===== src/rtl/shift_reg_mem.sv =====
// Shift-register memory: a DEPTH-entry line of WIDTH-bit words with per-entry valid
// tracking, a registered shift-out port and a registered random-access tap read.
module shift_reg_mem #(
  parameter int WIDTH = 32,
  parameter int DEPTH = 32,
  parameter int AW    = $clog2(DEPTH),
  parameter int CW    = $clog2(DEPTH + 1)
) (
  input  logic             clk,
  input  logic             reset,
  input  logic             shift_en,
  input  logic             write_enable,
  input  logic [WIDTH-1:0] write_data,
  input  logic             flush,
  input  logic             rd_en,
  input  logic [AW-1:0]    rd_addr,
  output logic [WIDTH-1:0] rd_data,
  output logic             rd_valid,
  output logic             rd_hit,
  output logic [WIDTH-1:0] out_data,
  output logic             out_valid,
  output logic [CW-1:0]    count,
  output logic             full
);

  logic [WIDTH-1:0] mem_q [DEPTH];
  logic [WIDTH-1:0] mem_d [DEPTH];
  logic [DEPTH-1:0] vld_q, vld_d;
  logic [CW-1:0]    count_q, count_d;
  logic [WIDTH-1:0] out_data_q, out_data_d;
  logic             out_valid_q, out_valid_d;
  logic [WIDTH-1:0] rd_data_q, rd_data_d;
  logic             rd_hit_q, rd_hit_d;
  logic             rd_valid_q, rd_valid_d;

  logic addr_ok_s;
  logic word_in_s;
  logic word_out_s;

  // Non-power-of-2 DEPTH leaves tap addresses with no backing entry.
  assign addr_ok_s  = (32'(rd_addr) < 32'(DEPTH));
  // Write-in-place only adds a valid word when entry 0 was empty.
  assign word_in_s  = write_enable & (shift_en | ~vld_q[0]);
  assign word_out_s = shift_en & vld_q[DEPTH-1];

  always_comb begin
    mem_d       = mem_q;
    vld_d       = vld_q;
    count_d     = count_q;
    out_data_d  = out_data_q;
    out_valid_d = 1'b0;
    rd_data_d   = rd_data_q;
    rd_hit_d    = rd_hit_q;
    rd_valid_d  = 1'b0;

    // Tap read always sees pre-update state, flush included.
    if (rd_en) begin
      rd_valid_d = 1'b1;
      if (addr_ok_s) begin
        rd_data_d = mem_q[rd_addr];
        rd_hit_d  = vld_q[rd_addr];
      end else begin
        rd_data_d = {WIDTH{1'b0}};
        rd_hit_d  = 1'b0;
      end
    end else begin
      rd_valid_d = 1'b0;
    end

    if (flush) begin
      for (int i = 0; i < DEPTH; i++) begin
        mem_d[i] = {WIDTH{1'b0}};
      end
      vld_d   = {DEPTH{1'b0}};
      count_d = {CW{1'b0}};
    end else begin
      if (shift_en) begin
        for (int i = DEPTH - 1; i > 0; i--) begin
          mem_d[i] = mem_q[i-1];
        end
        mem_d[0]    = write_enable ? write_data : {WIDTH{1'b0}};
        vld_d       = {vld_q[DEPTH-2:0], write_enable};
        out_data_d  = mem_q[DEPTH-1];
        out_valid_d = vld_q[DEPTH-1];
      end else if (write_enable) begin
        mem_d[0] = write_data;
        vld_d[0] = 1'b1;
      end else begin
        out_valid_d = 1'b0;
      end

      if (word_in_s && !word_out_s) begin
        count_d = count_q + CW'(1);
      end else if (!word_in_s && word_out_s) begin
        count_d = count_q - CW'(1);
      end else begin
        count_d = count_q;
      end
    end
  end

  always_ff @(posedge clk) begin
    if (reset) begin
      for (int i = 0; i < DEPTH; i++) begin
        mem_q[i] <= {WIDTH{1'b0}};
      end
      vld_q       <= {DEPTH{1'b0}};
      count_q     <= {CW{1'b0}};
      out_data_q  <= {WIDTH{1'b0}};
      out_valid_q <= 1'b0;
      rd_data_q   <= {WIDTH{1'b0}};
      rd_hit_q    <= 1'b0;
      rd_valid_q  <= 1'b0;
    end else begin
      mem_q       <= mem_d;
      vld_q       <= vld_d;
      count_q     <= count_d;
      out_data_q  <= out_data_d;
      out_valid_q <= out_valid_d;
      rd_data_q   <= rd_data_d;
      rd_hit_q    <= rd_hit_d;
      rd_valid_q  <= rd_valid_d;
    end
  end

  assign rd_data   = rd_data_q;
  assign rd_hit    = rd_hit_q;
  assign rd_valid  = rd_valid_q;
  assign out_data  = out_data_q;
  assign out_valid = out_valid_q;
  assign count     = count_q;
  assign full      = (count_q == CW'(DEPTH));

endmodule


===== config.mk =====
export PLATFORM = sky130hd
export DESIGN_NAME = shift_reg_mem
export DESIGN_NICKNAME = d
export VERILOG_FILES = /design/src/rtl/shift_reg_mem.sv
export SDC_FILE = /design/constraint.sdc
export NUM_CORES = 2
export LEC_CHECK = 0
export ABC_CLOCK_PERIOD_IN_PS = 3900
export CAP_MARGIN = 20
export CORE_MARGIN = 2
export CORE_UTILIZATION = 35
export CTS_CLUSTER_DIAMETER = 60
export CTS_CLUSTER_SIZE = 25
export DETAILED_ROUTE_END_ITERATION = 10
export PLACE_DENSITY = 0.47
export SLEW_MARGIN = 30
export SYNTH_ARGS = -nofsm -noshare
export SYNTH_HDL_FRONTEND = slang
export SYNTH_SLANG_ARGS = --single-unit

===== constraint.sdc =====
create_clock -name clk -period 3.9 [get_ports clk]
set_input_delay 0.975 -clock clk [delete_from_list [all_inputs] [get_ports clk]]
set_output_delay 0.975 -clock clk [all_outputs]
set_load 0.1 [all_outputs]

==> results.md <==
- First-pass GRT wire length: 199 mm
- Setup crit end kind: primary output
- Internal power: 18000 uW
- Power share of the clock group: 45.7%
- Number of setup buffers added after CTS: 0
- Sequential power share: 47.2%
- RSZ-0062 raised after global routing: false
- Reg2reg path depth: 9
- Simple logic cell fraction of the synthesized area: 11.6%
- Clock transition at path regs: 80 ps
- Clk buf depth: 3
- Maximum VDD drop: 0.329 mV
- Critical Path Max Stage Delay: 1200 ps
- Initial Util: 35.3%
- Required @ worst endpoint: 2920 ps
- All-Layer GR Usage: 18.1%
- P_sw: 6610 uW
- Worst-Skew Late Latency: 730 ps
- Total CTS buffers: 108
- CP Max Fanout: 2
- Asr flop ratio synth: 0%
- Wire length per cell: 20.3 um
- Initial DRC count: 2067
- DP Wirelength: 82.8 mm
- Share of the synthesized area in the top cell type: 47.3%
- Final hold violation count: 0
- Fin Setup TNS: 0 ps
- Worst path slowest cell: clkdlybuf4s50_1
- Compound-Gate Fraction of Synth Area: 3.80%
- CTS Sinks: 1129
- Worst path top cell family by delay: buffers and inverters
- # setup viols final: 0
- Reg-to-reg endpoint: count[5]
- Hold Path Class: register to register
- Clk_skew: 29.3 ps
- Max Slew Vio Count: 0
- Post-synth net total: 4559
- Via/cell ratio: 5.06
- Fin area: 54400 um^2
- Post-synthesis xor/xnor area fraction: 0.0917%
- Slew @ Worst Pin: 1060 ps
- FF-to-FF Start: vld_q[0]
- Post-Synth Adder-Cell Area: 0.173%
- Status: completed
- Share of layout cells above drive strength 1: 12.8%
- Fmax: 296 MHz
- Worst Setup SP: rd_data[10]
- Net Sw Frac: 26.8%
- Die ar.: 139000 um^2
- Synthesized area: 47800 um^2
- Main combinational cell family by area after synthesis: multiplexers
- Gr ovfl total: 0
- Hold path depth: 2
- Gates resized, CTS repair: 0
- Largest net degree at the start of global routing: 143
- Yosys warnings: 0
- Root Buffer: clkbuf_16
- # rows: 135
- Routed Antenna Nets: 0
- Top-count cell post-synth: mux2i_1
- Worst slew margin: 29.1%
- Top FF cell, synth: dfxtp_1
- DP Area: 50500 um^2
- Area grow syn2layout: 13.9%
- Critical path startpoint category: register
- Dominant cells by area after synthesis: dfxtp_1, mux2i_1, nor2_1
- Drt drc: 0
- R2R Setup Slk: 1500 ps
- Period utilization: 86.6%
- CTS H-tree depth: 3
- P per Cell Area: 453 nW/um^2
- DR vias: 32100
- Syn Area/Cell: 10.6 um^2
- Synth area leader: dfxtp_1
- IO Port Bufs: 116
- Post-synthesis mux area share: 33.2%
- Crit path time final: 3380 ps
- Gp weighted congestion: 0.754
- Vias in the first global route: 31100
- Io pins: 117
- Fillers: 13300
- Cells after Synth: 4510
- Max-Cap Viols: 0
- Initial antenna violation count: 11
- WL final: 128 mm
- Leak Pwr: 0.0215 uW
- Most instantiated cells after synthesis: mux2i_1, dfxtp_1, nor2_1, clkbuf_1, mux4_2
- Crit path cell chain: clkdlybuf4s50_1
- DIE WIDTH: 373 um
- CTS tree: done
- Hold Startpoint: out_data[3]
- Hold path endpoint: out_data[3]
- EDFF count, synth: 0
- Comb pwr share: 7.1%
- Final net count: 4513
- CP bufs+invs: 1
- Die height: 373 um
- Sequential element share of the synthesized area: 47.3%
- CTS Hold Buffers Added: 0
- Netlist cell types: 52
- First-pass DRT Iterations: 5
- Core area: 135000 um^2
- FF+latch count, synth: 1129
- Worst Path Arrival: 2400 ps
- Setup CP Type: register to primary output
==> cell usage in the layout (no fill, tap or decap), types with 11 or more instances in the layout <==
master | Yosys | routed
a211oi_1 | 24 | 24
a21oi_1 | 70 | 70
a22o_1 | 32 | 32
a22oi_1 | 25 | 25
buf_12 | 2 | 36
buf_4 | 25 | 86
clkbuf_16 | 0 | 109
clkdlybuf4s50_1 | 0 | 77
clkinvlp_4 | 0 | 11
dfxtp_1 | 1129 | 1129
inv_6 | 0 | 17
inv_8 | 0 | 16
mux2_2 | 56 | 56
mux2i_1 | 1132 | 1132
mux4_2 | 174 | 174
nand2_1 | 115 | 115
nand3_1 | 36 | 36
nor2_1 | 1119 | 1117
nor2b_1 | 27 | 26
nor3b_1 | 32 | 32
nor4_1 | 25 | 25
o22ai_1 | 89 | 89
==> final cells by class <==
cell class | instances | area (um^2) | area share (%)
timing repair buffer | 208 | 2290 | 4.21
tap | 1781 | 2230 | 4.10
multi-input combinational | 3013 | 23400 | 43.1
sequential | 1129 | 22600 | 41.6
clock inverter | 85 | 995 | 1.83
antenna | 1 | 2.50 | 0.00460
inverter | 4 | 15.0 | 0.0276
clock buffer | 119 | 2840 | 5.21
==> power by group through the flow <==
| stage | clock (uW) | combinational (uW) | sequential [uW] |
|---|---|---|---|
| after floorplan | 0 | 1090 | 12100 |
| after global placement | 0 | 1780 | 11900 |
| after detailed placement | 0 | 1770 | 11900 |
| after CTS | 11600 | 1770 | 11600 |
| after global routing | 12100 | 1860 | 11600 |
| final | 11300 | 1750 | 11600 |
==> logic make-up after synthesis <==
family	count (synthesis)
simple gates	1374
mux	1362
flops	1129
buf+inv	368
compound gates	266
fa+ha+maj	6
xor+xnor	5
==> layer usage <==
layer	part of all wire (%)	global-route usage, %
met2	45	28.4
met3	3.2	2.19
met5	0.021	0
met1	50	26.6
met4	1.4	3.96
==> registers in the layout, summed over array words and instances, names as in the netlist <==
signal and flops:
vld_q 32, mem_q 1024, rd_hit 1, rd_valid 1
out_valid 1, count 6, rd_data 32, out_data 32
==> worst max-delay path by stage <==
| stage | to | slack [ps] | cells past startpoint |
|---|---|---|---|
| floorplan | full | 130 | 2 |
| global placement | rd_data[27] | 330 | 6 |
| detailed placement | rd_data[29] | 460 | 8 |
| CTS | rd_data[10] | 430 | 1 |
| global route | rd_data[10] | 470 | 1 |
| finish | rd_data[10] | 520 | 1 |
==> metrics by stage <==
step | setup slack [ps] | hold WS (ps) | utilization [%] | std cells | total power [uW]
global placement | 331 | 445 | 37.3 | 6132 | 13700
finish | 524 | 457 | 40.2 | 6340 | 24600
CTS | 430 | 462 | 40.1 | 6336 | 25000
global route | 470 | 481 | 40.1 | 6339 | 25600
detailed placement | 462 | 447 | 37.3 | 6132 | 13700
floorplan | 132 | 441 | - | 4510 | 13100
Power figures use the tool's default switching activity.
